<file path="config.mk">
export PLATFORM = sky130hd
export DESIGN_NAME = bus_arbiter
export DESIGN_NICKNAME = d
export VERILOG_FILES = /design/src/rtl/bus_arbiter_pkg.sv /design/src/rtl/bus_arbiter_rr_pick.sv /design/src/rtl/bus_arbiter.sv
export SDC_FILE = /design/constraint.sdc
export NUM_CORES = 1
export LEC_CHECK = 0
export ABC_CLOCK_PERIOD_IN_PS = 5400
export CAP_MARGIN = 20
export CORE_MARGIN = 2
export CORE_UTILIZATION = 55
export DETAILED_ROUTE_END_ITERATION = 16
export PLACE_DENSITY = 0.88
export SLEW_MARGIN = 20
export SYNTH_ARGS = -nofsm -noshare
export SYNTH_HDL_FRONTEND = slang
export SYNTH_SLANG_ARGS = --single-unit
export TNS_END_PERCENT = 20
</file>
<file path="constraint.sdc">
create_clock -name clk -period 5.4 [get_ports clk]
set_input_delay 1.08 -clock clk [delete_from_list [all_inputs] [get_ports clk]]
set_output_delay 1.08 -clock clk [all_outputs]
set_load 0.02 [all_outputs]
</file>
<file path="src/rtl/bus_arbiter_pkg.sv">
// Shared definitions for the data-bus arbiter and its helpers.
// Holds the arbiter state encoding, the default sizing parameters and
// the fixed master index assignment used across the bus fabric.
package bus_arbiter_pkg;

  // Default sizing for the arbiter instance on the data-memory bus
  localparam int DEF_NUM_MST  = 4;
  localparam int DEF_MAX_LOCK = 16;

  // Fixed master positions on the request/grant vectors
  localparam int MST_CPU = 0;
  localparam int MST_DMA = 1;
  localparam int MST_DBG = 2;

  // Two-bit encoding so an illegal value exists and can be recovered from
  typedef enum logic [1:0] {
    ARB_IDLE   = 2'd0,
    ARB_LOCKED = 2'd1
  } arb_state_e;

endpackage

</file>
<file path="src/rtl/bus_arbiter_rr_pick.sv">
// Combinational rotate-priority encoder.
// Searches req starting at ptr+1 and wrapping modulo N; the first set bit
// wins. Generic enough to be shared with the interrupt controller.
// Ports:
//   req   - request vector, bit i belongs to requester i
//   ptr   - index of the previous winner (search starts just after it)
//   grant - one-hot winner, zero when no request
//   idx   - index of the winner, zero when no request
//   valid - at least one request present
module bus_arbiter_rr_pick #(
  parameter int N     = 4,
  parameter int IDX_W = $clog2(N)
) (
  input  logic [N-1:0]     req,
  input  logic [IDX_W-1:0] ptr,
  output logic [N-1:0]     grant,
  output logic [IDX_W-1:0] idx,
  output logic             valid
);

  logic [IDX_W-1:0] cand;

  // Walk the N candidates in rotated order; the previous winner is the
  // last one visited so it has the lowest priority this round.
  always_comb begin
    grant = '0;
    idx   = '0;
    valid = 1'b0;
    cand  = '0;
    for (int off = 1; off <= N; off++) begin
      cand = IDX_W'((int'(ptr) + off) % N);
      if (!valid && req[cand]) begin
        valid       = 1'b1;
        idx         = cand;
        grant[cand] = 1'b1;
      end
    end
  end

endmodule

</file>
<file path="src/rtl/bus_arbiter.sv">
// Round-robin arbiter for the shared data-memory bus.
// Grants are combinational in the request cycle so a free bus completes a
// single-cycle access immediately. A master may lock the bus for a burst;
// a watchdog breaks any lock after MAX_LOCK granted cycles and blocks that
// master from relocking until it drops its lock request.
// Ports:
//   clk          - clock, rising edge
//   rst          - asynchronous active-high reset
//   mst_req      - per-master bus request
//   mst_lock     - per-master lock request, meaningful only with mst_req
//   mst_grant    - one-hot-or-zero grant, combinational
//   bus_busy     - OR of mst_grant
//   owner        - index of the granted master, holds when no grant
//   locked       - registered, high while the bus is locked
//   lock_timeout - registered one-cycle pulse when a lock is broken
module bus_arbiter
  import bus_arbiter_pkg::*;
#(
  parameter int NUM_MST  = DEF_NUM_MST,
  parameter int MAX_LOCK = DEF_MAX_LOCK,
  parameter int IDX_W    = $clog2(NUM_MST)
) (
  input  logic               clk,
  input  logic               rst,
  input  logic [NUM_MST-1:0] mst_req,
  input  logic [NUM_MST-1:0] mst_lock,
  output logic [NUM_MST-1:0] mst_grant,
  output logic               bus_busy,
  output logic [IDX_W-1:0]   owner,
  output logic               locked,
  output logic               lock_timeout
);

  localparam int                 CNT_W    = $clog2(MAX_LOCK) + 1;
  localparam logic [CNT_W-1:0]   CNT_LAST = CNT_W'(MAX_LOCK - 1);
  localparam logic [IDX_W-1:0]   PTR_RST  = IDX_W'(NUM_MST - 1);

  arb_state_e         state_q, state_d;
  logic [IDX_W-1:0]   ptr_q, ptr_d;
  logic [IDX_W-1:0]   owner_q, owner_d;
  logic [CNT_W-1:0]   cnt_q, cnt_d;
  logic [NUM_MST-1:0] blk_q, blk_d;
  logic               timeout_d;
  logic [NUM_MST-1:0] grant_raw;

  logic [NUM_MST-1:0] pick_grant;
  logic [IDX_W-1:0]   pick_idx;
  logic               pick_valid;

  bus_arbiter_rr_pick #(
    .N     (NUM_MST),
    .IDX_W (IDX_W)
  ) u_pick (
    .req   (mst_req),
    .ptr   (ptr_q),
    .grant (pick_grant),
    .idx   (pick_idx),
    .valid (pick_valid)
  );

  // Next-state and grant logic. In IDLE the rotating picker decides and the
  // owner output follows the winner in the same cycle; in LOCKED only the
  // registered owner can be granted. The lock counter already counts the
  // IDLE grant cycle, so breaking at MAX_LOCK-1 caps a burst at MAX_LOCK
  // granted cycles. blk drops as soon as a master releases its lock line.
  always_comb begin
    state_d   = state_q;
    ptr_d     = ptr_q;
    owner_d   = owner_q;
    cnt_d     = cnt_q;
    blk_d     = blk_q & mst_lock;
    timeout_d = 1'b0;
    grant_raw = '0;
    owner     = owner_q;
    case (state_q)
      ARB_IDLE: begin
        grant_raw = pick_grant;
        if (pick_valid) begin
          owner   = pick_idx;
          ptr_d   = pick_idx;
          owner_d = pick_idx;
          if (mst_lock[pick_idx] && !blk_q[pick_idx]) begin
            state_d = ARB_LOCKED;
            cnt_d   = CNT_W'(1);
          end
        end
      end
      ARB_LOCKED: begin
        grant_raw[owner_q] = mst_req[owner_q];
        if (!mst_req[owner_q] || !mst_lock[owner_q]) begin
          state_d = ARB_IDLE;
        end else if (cnt_q == CNT_LAST) begin
          state_d        = ARB_IDLE;
          timeout_d      = 1'b1;
          blk_d[owner_q] = 1'b1;
        end else begin
          cnt_d = cnt_q + 1'b1;
        end
      end
      default: begin
        state_d = ARB_IDLE;
      end
    endcase
  end

  // Grants are suppressed for the whole reset pulse, not just after it
  assign mst_grant = rst ? '0 : grant_raw;
  assign bus_busy  = |mst_grant;

  // State register; ptr resets to the last master so master 0 wins first
  always_ff @(posedge clk or posedge rst) begin
    if (rst) begin
      state_q      <= ARB_IDLE;
      ptr_q        <= PTR_RST;
      owner_q      <= '0;
      cnt_q        <= '0;
      blk_q        <= '0;
      locked       <= 1'b0;
      lock_timeout <= 1'b0;
    end else begin
      state_q      <= state_d;
      ptr_q        <= ptr_d;
      owner_q      <= owner_d;
      cnt_q        <= cnt_d;
      blk_q        <= blk_d;
      locked       <= (state_d == ARB_LOCKED);
      lock_timeout <= timeout_d;
    end
  end

endmodule
</file>
# [Word-level counts from Yosys, hierarchy flattened]
# Index checks and enable logic that the tools add are counted.
[totals] ff_bits=17 in_bits=10 out_inout_bits=9 word_cells=115
[classes] n_addsub=5 order_cmp=11 eq_ne=7 n_mux=58 bitwise_logic=6 n_reduce_logical=21
[op_table] operator="$mux W4" count=8
[op_table] operator="$mux W1" count=20
[op_table] operator="$mux W2" count=10
[op_table] operator="$mux W5" count=4
[op_table] operator="$lt A2 B3 Y1 const B" count=6
[op_table] operator="$bmux W1 S2" count=8
[op_table] operator="$or A4 B4 Y4" count=4
[op_table] operator="$demux W1 S2" count=5
[op_table] operator="$ge A2 B1 Y1 const B" count=5
[op_table] operator="$pmux W5 S2" count=1
[op_table] operator="$logic_and A1 B1 Y1" count=9
[op_table] operator="$and A4 B4 Y4" count=2
[op_table] operator="$ne A2 B2 Y1 const B" count=4
[op_table] operator="$pmux W4 S2" count=1
[op_table] operator="$logic_not A1 Y1" count=6
[op_table] operator="$add A5 B1 Y5 const B" count=1
[op_table] operator="$eq A5 B4 Y1 const B" count=1
[op_table] operator="$reduce_and A5 Y1" count=1
[op_table] operator="$add A2 B1 Y2 const B" count=2
[op_table] operator="$add A2 B2 Y2 const B" count=2
[op_table] operator="$eq A2 B1 Y1 const B" count=2
[op_table] operator="$pmux W2 S2" count=1
[op_table] operator="$reduce_or A4 Y1" count=1
[op_table] operator="$logic_not A2 Y1" count=1
[op_table] operator="other kinds (3)" count=3

# [Depth between registers and ports, before layout]
[logic_depth] word_depth=21 mapped_depth=11 depth_no_buf=9

# [Modules after synthesis]
# Synthesis repeated with hierarchy kept, for this count alone.
[unflattened] hier_cells=174 hier_area_um2=1596.5
[modules_own_cells] module="bus_arbiter" n_inst=1 cells_per_inst=88 area_per_inst_um2=967.2
[modules_own_cells] module="bus_arbiter_rr_pick" n_inst=1 cells_per_inst=86 area_per_inst_um2=629.4

# [Worst setup path after synthesis]
# No wires, ideal clock.
[synth_timing] kind="in2out" from="input port mst_req[3]" to="output port bus_busy" arrival_time_ps=3406 slack_ps=914 cell_stages=8 n_path_buf=1 cell_sequence="clkbuf_1 mux4_2 nor2b_2 a221oi_1 a211o_1 a21o_1 a211oi_1 or4_1"
[synth_between] elab_chain_cells=15 elab_cells_between_ends=30 cone_classes="mux: 19; bitwise: 4; reduce/logical: 7"
[synth_rtl] item="from (decl)" line_no="bus_arbiter.sv:25" text="input logic [NUM_MST-1:0] mst_req,"
[synth_rtl] item="$bmux W1 S2" line_no="bus_arbiter_rr_pick.sv:32" text="if (!valid && req[cand]) begin"
[synth_rtl] item="$mux W1 (implied by the code)" line_no="bus_arbiter_rr_pick.sv:32"
[synth_rtl] item="$mux W1" line_no="bus_arbiter_rr_pick.sv:32"
[synth_rtl] item="$logic_not A1 Y1" line_no="bus_arbiter_rr_pick.sv:32"
[synth_rtl] item="$logic_and A1 B1 Y1" line_no="bus_arbiter_rr_pick.sv:32"
[synth_rtl] item="$mux W1" line_no="bus_arbiter_rr_pick.sv:32"
[synth_rtl] item="$logic_not A1 Y1" line_no="bus_arbiter_rr_pick.sv:32"
[synth_rtl] item="$logic_and A1 B1 Y1" line_no="bus_arbiter_rr_pick.sv:32"
[synth_rtl] item="$mux W1" line_no="bus_arbiter_rr_pick.sv:32"
[synth_rtl] item="$logic_not A1 Y1" line_no="bus_arbiter_rr_pick.sv:32"
[synth_rtl] item="$logic_and A1 B1 Y1" line_no="bus_arbiter_rr_pick.sv:32"
[synth_rtl] item="$mux W4" line_no="bus_arbiter_rr_pick.sv:32"
[synth_rtl] item="$pmux W4 S2 (*)" line_no="bus_arbiter.sv:75" text="case (state_q)"
[synth_rtl] item="$mux W4 (*)" line_no="bus_arbiter.sv:107" text="assign mst_grant = rst ? '0 : grant_raw;"
[synth_rtl] item="net mst_grant[1]" line_no="bus_arbiter.sv:27" text="output logic [NUM_MST-1:0] mst_grant,"
[synth_rtl] item="$reduce_or A4 Y1 (*)" line_no="bus_arbiter.sv:108" text="assign bus_busy = |mst_grant;"
[synth_rtl] item="to (decl)" line_no="bus_arbiter.sv:28" text="output logic bus_busy,"
# The timed path passes the listed nets; every way through them passes the cells marked *. The select of a mux whose other input is x is not followed.

# [Final worst setup path]
[layout_timing] from="input port mst_req[2]" to="output port bus_busy"
[layout_between] elab_chain_cells=15 elab_cells_between_ends=30 cone_classes="mux: 19; bitwise: 4; reduce/logical: 7"
[layout_rtl] item="$bmux W1 S2" line_no="bus_arbiter_rr_pick.sv:32"
[layout_rtl] item="$mux W1 (implied by the code)" line_no="bus_arbiter_rr_pick.sv:32"
[layout_rtl] item="$mux W1" line_no="bus_arbiter_rr_pick.sv:32"
[layout_rtl] item="$logic_not A1 Y1" line_no="bus_arbiter_rr_pick.sv:32"
[layout_rtl] item="$logic_and A1 B1 Y1" line_no="bus_arbiter_rr_pick.sv:32"
[layout_rtl] item="$mux W1" line_no="bus_arbiter_rr_pick.sv:32"
[layout_rtl] item="$logic_not A1 Y1" line_no="bus_arbiter_rr_pick.sv:32"
[layout_rtl] item="$logic_and A1 B1 Y1" line_no="bus_arbiter_rr_pick.sv:32"
[layout_rtl] item="$mux W1" line_no="bus_arbiter_rr_pick.sv:32"
[layout_rtl] item="$logic_not A1 Y1" line_no="bus_arbiter_rr_pick.sv:32"
[layout_rtl] item="$logic_and A1 B1 Y1" line_no="bus_arbiter_rr_pick.sv:32"
[layout_rtl] item="$mux W4" line_no="bus_arbiter_rr_pick.sv:32"
[layout_rtl] item="$pmux W4 S2 (*)" line_no="bus_arbiter.sv:75"
[layout_rtl] item="$mux W4 (*)" line_no="bus_arbiter.sv:107"
[layout_rtl] item="$reduce_or A4 Y1 (*)" line_no="bus_arbiter.sv:108"
# Every way passes the cells marked *; elsewhere a longest branch is shown, timed or not. The select of a mux whose other input is x is not followed.

==> out/metrics.cfg <==
[sta]
setup_tns_ps=0
hold_violations=0
fin_crit_ps=5256
setup_violations=0
slew_headroom_pct=58.86
rsz0062_at_grt=false
post-route-period-util_pct=97.33
finClkSkew_ps=6.002
fmax_ghz=0.1903
finalMaxSlewViolations=0
tightest_slew_ps=605.1

[global_route]
grt_pass1_wl_um=5175
grt-ovfl-total=0
grt_pass1_vias=1201
grt_usage_pct=24.47
grt_max_degree=21
antenna_found_initial=0

[floorplan]
start_util_pct=56.53
ios=19
dieWidth_um=54
dieArea_um2=2916
rows=18
core_area_um2=2432
dieHeight_um=54

[synthesis]
ys_warn_count=0
yosys.area.top_type=dfrtp_1
ys.flop_type=dfrtp_1
syn_avg_cell_area_um2=9.167
synth_cells=150
ys_seq_area_share_pct=31.12
synth_edf_count=0
synth_commonest_cells=dfrtp_1, nand2_1, nor2_1
synth_area_um2=1375
ys_top_cells_by_area=dfrtp_1, ha_1, mux4_2
ys_types=46
ys_ff_latch=17
synthArstFlopShare_pct=100.0
synthesis.nets=170
yosysTopAreaCellShare_pct=27.30

[pwr]
finalPower_w=0.0009186
switching_share_pct=47.93
ir_drop_mv=0.4211
seqPwrFrac_pct=25.5
p_int_w=0.0004783
power_leakage_nw=0.7027
power_per_cell_area_nw_per_um2=569.6
clkPwrFrac_pct=7.0
power_frac_comb_pct=67.5
p_sw_w=0.0004404

[cells_and_area]
diodes=0
nets=187
num-fill-cells=206
multiInputGateArea_um2=887.1
syn2layout_area_growth_pct=17.29
drive_gt1_share_pct=12.05
seq_area_um2=431.7

[clocking]
cts_tree=done
numCtsBuffers=3
clk_pin_slew_ps=90
htree_levels=1
cts_root_buf=clkbuf_4
cts_buffer_depth=2
cts_hold_buf=0
cts.sinks=17
insertion_delay_ps=280

[routing]
dr.pass1.iters=4
ant_nets=0
via_per_inst=6.209
route.detailed.drc=0
vias=1217
post_drt_wl_per_cell_um=16.63
drt_iter0_markers=30
postRouteWirelength_um=3260

[setup_path]
start_kind=input port
worst_ep_arrival_time_ps=4180
critical_path_class=in -> out
cp-end-kind=output pin
cp_max_fo=10
cp.required_ps=4320

[placement]
hpwl_um=2463
port_buffers=18
gp_congestion=0.9128

[min_path]
hold_path.class=reg -> reg

[job]
cap_violations=0

[run_status]
status=completed

## cells by family after synthesis
group	after synthesis	synth area share, %
compound gates	33	18.20
buf+inv	16	4.641
other cells	1	0.2727
fa+ha+maj	10	9.099
mux	11	11.19
simple gates	58	22.93
xor+xnor	4	2.548
flops	17	31.12
## routing by layer
| metal | part of all wire, % | track usage (%) |
|---|---|---|
| met1 | 41 | 29.40 |
| met2 | 54 | 43.70 |
| met3 | 4.0 | 2.500 |
| met5 | 0 | 0 |
| met4 | 1.0 | 11.25 |
## repair_timing
action / 4_1_cts / 5_1_grt
gates resized for setup: 0 / 2
endpoints found under the setup margin: 0 / 2
buffers inserted: 0 / 2
## flip-flops by register name, indices dropped and copies added (netlist names)
name and flops:
blk_q 4, cnt_q 5, lock_timeout 1, locked 1, owner_q 2, ptr_q 2, state_q 2
## power groups by stage
stage | Clock (W) | Combinational, W | Sequential, W
final | 0.0000646 | 0.000620 | 0.000234
after global routing | 0.0000706 | 0.000672 | 0.000241
after CTS | 0.0000688 | 0.000595 | 0.000230
after detailed placement | 0 | 0.000590 | 0.000233
after global placement | 0 | 0.000565 | 0.000229
after floorplan | 0 | 0.000464 | 0.000195
## final timing paths
| path | start | end | slack (ps) | cells past startpoint |
|---|---|---|---|---|
| min reg2reg | cnt_q[3]$_DFFE_PP0P_ | cnt_q[3]$_DFFE_PP0P_ | 550 | 2 |
| max in group asynchronous | rst | cnt_q[0]$_DFFE_PP0P_ | 3710 | 2 |
| max reg2reg | ptr_q[0]$_DFFE_PP1P_ | cnt_q[0]$_DFFE_PP0P_ | 1910 | 9 |
| min in group asynchronous | rst | cnt_q[3]$_DFFE_PP0P_ | 1290 | 2 |
| max | mst_req[2] | bus_busy | 140 | 9 |
| min | cnt_q[3]$_DFFE_PP0P_ | cnt_q[3]$_DFFE_PP0P_ | 550 | 2 |
## worst max-delay path, stage by stage
cell	delay, ps
clkdlybuf4s50_1	590
mux4_2	590
buf_4	170
a221oi_1	290
o31ai_1	120
a32oi_1	180
nor2_1	70
or4_1	520
clkdlybuf4s50_1	560
## metrics by stage
stage          std cells  area, um2  hold WS [ps]  worst slack (ps)  util (%)
6_report             196       1613         545.4             144.1     66.31
5_1_grt              196       1613         568.5             46.61     66.31
4_1_cts              194       1590         551.5             104.4     65.38
3_5_place_dp         190       1563         527.4             178.9     64.25
3_3_place_gp         190       1563         514.5             280.4     64.25
2_1_floorplan        150       1375         478.5             914.0         -
## final cells by class
type	count	share of cell area [%]
Sequential cell	17	26.76
Inverter	7	1.629
Multi-Input combinational cell	117	55.00
Clock buffer	3	1.396
Clock inverter	1	0.3103
Timing Repair Buffer	21	12.57
Tap cell	30	2.327
## layout by cell type (no fill, tap or decap), types with 3 or more instances in the layout
cell / synthesis / final
nand2_1: 15 / 15
mux4_2: 3 / 3
buf_4: 1 / 3
inv_1: 7 / 7
mux2i_1: 6 / 5
o21ai_0: 5 / 5
clkbuf_4: 0 / 3
nor2_1: 13 / 13
a221oi_1: 4 / 4
clkdlybuf4s50_1: 0 / 18
ha_1: 10 / 10
a22o_1: 3 / 3
nand3_1: 3 / 3
dfrtp_1: 15 / 15
o31ai_1: 4 / 4
a21oi_1: 4 / 4
nor2b_1: 3 / 3
nor3b_1: 5 / 5
Power figures use the tool's default switching activity.
